**src/rtl/mat_add_host_master.sv**
```systemverilog
// Avalon-MM master for the matrix-add slave: loads A then B as 32-bit half writes, triggers, reads C back out.
// Load is 2 cycles/word, readout 1 word/cycle; stalls on in_valid gaps, avm_waitrequest and out_ready.
module mat_add_host_master #(
   parameter int N_WORDS    = 256,
   parameter int B_BASE     = 256,
   parameter int START_ADDR = 512,
   parameter int ADDR_W     = 10
) (
   input  logic              clk,
   input  logic              reset,
   input  logic              cmd_start,
   output logic              cmd_busy,
   output logic              cmd_done,
   input  logic [63:0]       in_data,
   input  logic              in_valid,
   output logic              in_ready,
   output logic [63:0]       out_data,
   output logic              out_valid,
   input  logic              out_ready,
   output logic [ADDR_W-1:0] avm_address,
   output logic [63:0]       avm_writedata,
   output logic              avm_write,
   output logic              avm_read,
   output logic [7:0]        avm_byteenable,
   input  logic [63:0]       avm_readdata,
   input  logic              avm_waitrequest
);
   typedef enum logic [2:0] {IDLE, LD_LO, LD_HI, TRIG, RD, DRAIN} state_t;

   localparam logic [ADDR_W-1:0] L_N     = ADDR_W'(N_WORDS);
   localparam logic [ADDR_W-1:0] L_WLAST = ADDR_W'(2*N_WORDS-1);
   localparam logic [ADDR_W-1:0] L_BBASE = ADDR_W'(B_BASE);
   localparam logic [ADDR_W-1:0] L_START = ADDR_W'(START_ADDR);
   localparam logic [ADDR_W-2:0] L_RLAST = (ADDR_W-1)'(N_WORDS-1);

   state_t            r_state;
   logic [ADDR_W-1:0] r_wcnt;
   logic [ADDR_W-2:0] r_rcnt;
   logic [63:0]       r_hold;
   logic              r_last;
   logic              r_rd_stall;
   logic              r_cmd_busy;
   logic              r_cmd_done;
   logic              r_out_valid;
   logic [63:0]       r_out_data;
   logic              r_avm_write;
   logic [ADDR_W-1:0] r_avm_address;
   logic [63:0]       r_avm_writedata;
   logic [7:0]        r_avm_byteenable;

   logic              w_wr_stall;
   logic              w_in_ready;
   logic              w_out_fire;
   logic              w_avm_read;
   logic              w_rd_done;
   logic [ADDR_W-1:0] w_wr_addr;

   // The high-half write of word k is still on the bus while word k+1 is accepted.
   assign w_wr_stall = r_avm_write && avm_waitrequest;
   assign w_in_ready = (r_state == LD_LO) && !w_wr_stall && !r_last;
   assign w_out_fire = r_out_valid && out_ready;
   // Once a read has been stalled it stays asserted; the output register is necessarily empty by then.
   assign w_avm_read = (r_state == RD) && (r_rd_stall || !r_out_valid || out_ready);
   assign w_rd_done  = w_avm_read && !avm_waitrequest;
   assign w_wr_addr  = (r_wcnt < L_N) ? r_wcnt : (L_BBASE + r_wcnt - L_N);

   always_ff @(posedge clk) begin
      if (reset) begin
         r_state          <= IDLE;
         r_wcnt           <= '0;
         r_rcnt           <= '0;
         r_hold           <= '0;
         r_last           <= 1'b0;
         r_rd_stall       <= 1'b0;
         r_cmd_busy       <= 1'b0;
         r_cmd_done       <= 1'b0;
         r_out_valid      <= 1'b0;
         r_out_data       <= '0;
         r_avm_write      <= 1'b0;
         r_avm_address    <= '0;
         r_avm_writedata  <= '0;
         r_avm_byteenable <= '0;
      end else begin
         r_cmd_done <= 1'b0;
         r_rd_stall <= w_avm_read && avm_waitrequest;
         if (w_out_fire)
            r_out_valid <= 1'b0;
         case (r_state)
            IDLE: begin
               if (cmd_start && !r_cmd_done) begin
                  r_cmd_busy <= 1'b1;
                  r_wcnt     <= '0;
                  r_last     <= 1'b0;
                  r_state    <= LD_LO;
               end
            end
            LD_LO: begin
               if (!w_wr_stall) begin
                  if (r_last) begin
                     r_avm_write      <= 1'b1;
                     r_avm_address    <= L_START;
                     r_avm_writedata  <= '0;
                     r_avm_byteenable <= 8'hFF;
                     r_last           <= 1'b0;
                     r_state          <= TRIG;
                  end else if (in_valid) begin
                     r_hold           <= in_data;
                     r_avm_write      <= 1'b1;
                     r_avm_address    <= w_wr_addr;
                     r_avm_writedata  <= {32'b0, in_data[31:0]};
                     r_avm_byteenable <= 8'h0F;
                     r_state          <= LD_HI;
                  end else begin
                     r_avm_write <= 1'b0;
                  end
               end
            end
            LD_HI: begin
               if (!avm_waitrequest) begin
                  r_avm_writedata  <= {r_hold[63:32], 32'b0};
                  r_avm_byteenable <= 8'hF0;
                  r_state          <= LD_LO;
                  if (r_wcnt == L_WLAST)
                     r_last <= 1'b1;
                  else
                     r_wcnt <= r_wcnt + 1'b1;
               end
            end
            TRIG: begin
               if (!avm_waitrequest) begin
                  r_avm_write      <= 1'b0;
                  r_avm_address    <= '0;
                  r_avm_writedata  <= '0;
                  r_avm_byteenable <= 8'hFF;
                  r_rcnt           <= '0;
                  r_state          <= RD;
               end
            end
            RD: begin
               if (w_rd_done) begin
                  r_out_data  <= avm_readdata;
                  r_out_valid <= 1'b1;
                  if (r_rcnt == L_RLAST) begin
                     r_state <= DRAIN;
                  end else begin
                     r_rcnt        <= r_rcnt + 1'b1;
                     r_avm_address <= {1'b0, r_rcnt + 1'b1};
                  end
               end
            end
            DRAIN: begin
               if (w_out_fire) begin
                  r_cmd_busy <= 1'b0;
                  r_cmd_done <= 1'b1;
                  r_state    <= IDLE;
               end
            end
            default: r_state <= IDLE;
         endcase
      end
   end

   assign cmd_busy       = r_cmd_busy;
   assign cmd_done       = r_cmd_done;
   assign in_ready       = w_in_ready;
   assign out_data       = r_out_data;
   assign out_valid      = r_out_valid;
   assign avm_address    = r_avm_address;
   assign avm_writedata  = r_avm_writedata;
   assign avm_write      = r_avm_write;
   assign avm_read       = w_avm_read;
   assign avm_byteenable = r_avm_byteenable;
endmodule
```
**config.mk**
```make
export PLATFORM = sky130hd
export DESIGN_NAME = mat_add_host_master
export DESIGN_NICKNAME = d
export VERILOG_FILES = /design/src/rtl/mat_add_host_master.sv
export SDC_FILE = /design/constraint.sdc
export NUM_CORES = 1
export LEC_CHECK = 0
export BUFFER_PORTS_ARGS = -buffer_cell sky130_fd_sc_hd__buf_2
export CORE_ASPECT_RATIO = 1.75
export CORE_MARGIN = 2
export CORE_UTILIZATION = 50
export DETAILED_ROUTE_END_ITERATION = 12
export GPL_TIMING_DRIVEN = 0
export MAX_ROUTING_LAYER = met4
export PLACE_DENSITY = 0.84
export SKIP_LAST_GASP = 1
export SYNTH_ARGS = -nofsm -noshare
export SYNTH_HDL_FRONTEND = slang
export SYNTH_SLANG_ARGS = --single-unit
```
**constraint.sdc**
```tcl
create_clock -name clk -period 5.83 [get_ports clk]
set_clock_uncertainty 0.15 [all_clocks]
set_input_delay 0.8745 -clock clk [delete_from_list [all_inputs] [get_ports clk]]
set_output_delay 0.8745 -clock clk [all_outputs]
set_load 0.02 [all_outputs]
```
==> flow_summary.json <==
{
  "port_buffers": 285,
  "ioPinCount": 286,
  "hp-start": "avm_writedata[40]$_SDFFE_PP0P_",
  "timing.rr.end": "avm_address[8]$_SDFFE_PP0P_",
  "cts_setup_buffers": 0,
  "synth_async_sr_flop_share": 0,
  "setup_viol": 0,
  "crit_type": "primary input to output pin",
  "r2r_setup_slack_ns": 2.93,
  "synth_top_area_cell": "dfxtp_1",
  "status": "complete, no violations",
  "path_max_fanout": 3,
  "drt-initial-drc-count": 451,
  "utilization": 0.655,
  "finalNetCount": 1412,
  "die_w_um": 97.7,
  "met3WireLength_um": 1860,
  "fp-row-count": 60,
  "cp-start-kind": "primary input",
  "grt_pass1_wl_um": 38300,
  "synth_ff_type": "dfxtp_1",
  "die_y_um": 168,
  "tightestPinTransition_ns": 0.830,
  "m1WireLength_um": 8950,
  "cp.arrival_ns": 2.03,
  "root_buffer": "clkbuf_16",
  "synth_area_sq_um": 7680,
  "h-tree-depth": 4,
  "clk_pin_slew_worst_paths_ns": 0.07,
  "finalHoldViolations": 0,
  "place_hpwl_um": 18600,
  "wl_per_cell_um": 16.7,
  "ant_nets": 0,
  "slew_headroom": 0.442,
  "syn_nets": 1108,
  "firstDrtPassIters": 11,
  "tritoncts": "done",
  "reg2regPathDepth": 10,
  "worstHoldEndpoint": "avm_writedata[40]$_SDFFE_PP0P_",
  "die_area_sq_um": 16400,
  "via_per_inst": 5.56,
  "p_leak_uw": 0.00416,
  "synth-seq-area-share": 0.522,
  "gp_congestion": 1.01,
  "cts_sinks": 200,
  "yosys.area_share.adder": 0.00489,
  "synthXorXnorAreaFrac": 0.00684,
  "grt_pass1_vias": 7808,
  "fmax_mhz": 327,
  "synthMuxAreaShare": 0.00538,
  "min_path_cells": 2,
  "coreArea_sq_um": 15200,
  "synth_compound_area_frac": 0.174,
  "yosysWarnings": 0,
  "syn_avg_cell_area_sq_um": 7.91,
  "drive_gt1_frac": 0.265,
  "fill_cells": 1329,
  "timing.rr.start": "r_rcnt[0]$_SDFFE_PP0P_",
  "area_growth_pct": 29.3,
  "min_path_type": "flip-flop to flip-flop",
  "wl_met2_um": 12700,
  "cts_resized": 0,
  "maxCapViolCount": 0,
  "routed.top_layer": "met4",
  "finalMaxSlewViolations": 0,
  "drt_wl_total_um": 24700,
  "synth_top_area_frac": 0.522,
  "synth-simple-area-share": 0.240,
  "period_needed_ns": 3.06,
  "powerDensity_nw_per_um2": 339,
  "vias": 8221,
  "remaining_drc_errors": 0,
  "cts_buffers": 17,
  "ys_top_cells_by_area": "dfxtp_1 52%, nand2_1 13%, a21oi_1 12%, nand3_1 4.8%, clkbuf_1 2.3%",
  "grtUsageTotal": 0.299,
  "end_kind": "output pin",
  "synth_edf_count": 0,
  "clk-insertion-delay-late_ns": 0.44,
  "crit_required_ns": 4.81,
  "seq_area_sq_um": 4000,
  "multi_input_area_sq_um": 3310,
  "rsz0062_at_grt": "false",
  "synth_top_family_by_area": "simple AND/OR/NAND/NOR gates",
  "start_util": 0.506,
  "grt_max_degree": 19,
  "fin_tns_setup_ns": 0,
  "clockBufferDepth": 2,
  "grt_overflow": 0,
  "synthCells": 971,
  "finalCritPeriodShare": 0.524,
  "ir_drop_mv": 0.230,
  "postCtsHoldBufs": 0,
  "antenna_found_initial": 4,
  "synth-seq-cells": 200,
  "ys_types": 47
}
-- layout make-up --
type	count	area share
Multi-Input combinational cell	684	0.333
Clock buffer	20	0.0450
Antenna cell	4	0.00101
Tap cell	186	0.0234
Clock inverter	12	0.0136
Sequential cell	200	0.403
Buffer	80	0.0342
Timing Repair Buffer	285	0.144
Inverter	7	0.00265
-- layout by cell type (no fill, tap or decap), types with 7 or more instances in the layout --
master     instances
a21oi_1          178
a221oi_1          10
a311oi_1           9
and3_1             7
buf_1             13
buf_2            298
clkbuf_1          50
clkbuf_16         17
dfxtp_1          200
inv_1              7
nand2_1          275
nand3_1           73
nor2_1            39
nor3_1             9
o21ai_0           20
-- stage by stage --
stage	power [uW]	std cells	instance area (sq um)	setup WS, ns	hold slack (ns)
3_5_place_dp	2210	1442	9340	2.60	0.290
6_report	3370	1478	9930	2.77	0.298
5_1_grt	3490	1478	9930	2.67	0.311
2_1_floorplan	1960	971	7680	2.98	0.287
3_3_place_gp	2200	1442	9340	2.64	0.284
4_1_cts	3370	1474	9920	2.81	0.301
-- synthesized netlist by cell type (7+ instances only) --
cell type,number
nor2_1,39
buf_1,13
a311oi_1,9
dfxtp_1,200
clkbuf_1,48
o21ai_0,20
a221oi_1,10
nand2_1,275
inv_1,7
nor3_1,9
nand3_1,73
and3_1,7
a21oi_1,178
buf_2,13
-- how the worst max path moves through the flow --
stage / from / to / slack, ns / cells after the start
after detailed placement: avm_waitrequest / avm_writedata[12]$_SDFFE_PP0P_ / 2.60 / 9
after floorplan: avm_waitrequest / in_ready / 2.98 / 2
final: avm_waitrequest / in_ready / 2.77 / 4
after global routing: r_rcnt[0]$_SDFFE_PP0P_ / avm_address[8]$_SDFFE_PP0P_ / 2.67 / 10
after CTS: avm_waitrequest / in_ready / 2.81 / 4
after global placement: avm_waitrequest / avm_writedata[12]$_SDFFE_PP0P_ / 2.64 / 9
-- routing by layer --
metal  global-route usage  vias up
met5                    -        -
met4                0.160        0
met3               0.0560       97
met2                0.523      421
met1                0.317     3795
li1                     -     3908
-- registers in the layout (all words and copies together), names as in the netlist --
register        cells
avm_writedata      64
out_data           64
r_hold             32
avm_address        10
r_wcnt             10
r_rcnt              9
r_state             3
avm_byteenable      2
avm_write           1
cmd_busy            1
cmd_done            1
out_valid           1
r_last              1
r_rd_stall          1
-- power by group --
| part | switching, uW | leakage [uW] | internal, uW |
|---|---|---|---|
| Sequential | 51.4 | 0.00162 | 1450 |
| Clock | 561 | 0.000274 | 615 |
| Combinational | 468 | 0.00226 | 216 |
-- worst max-delay path, stage by stage --
cell	delay (ns)
buf_2	0.13
and2_1	0.19
nor4_1	0.56
buf_2	0.28
-- logic make-up (layout without fill, tap and decap cells) --
group,after synthesis,count (layout)
and+or+nand+nor,432,432
AOI/OAI and AO/OA,239,239
DFF,200,200
buffers and inverters,87,404
xor gates and xnor gates,6,6
muxes,4,4
adders and majority gates,3,3
other,0,4
Note: power is estimated with default switching activity, not from simulation.
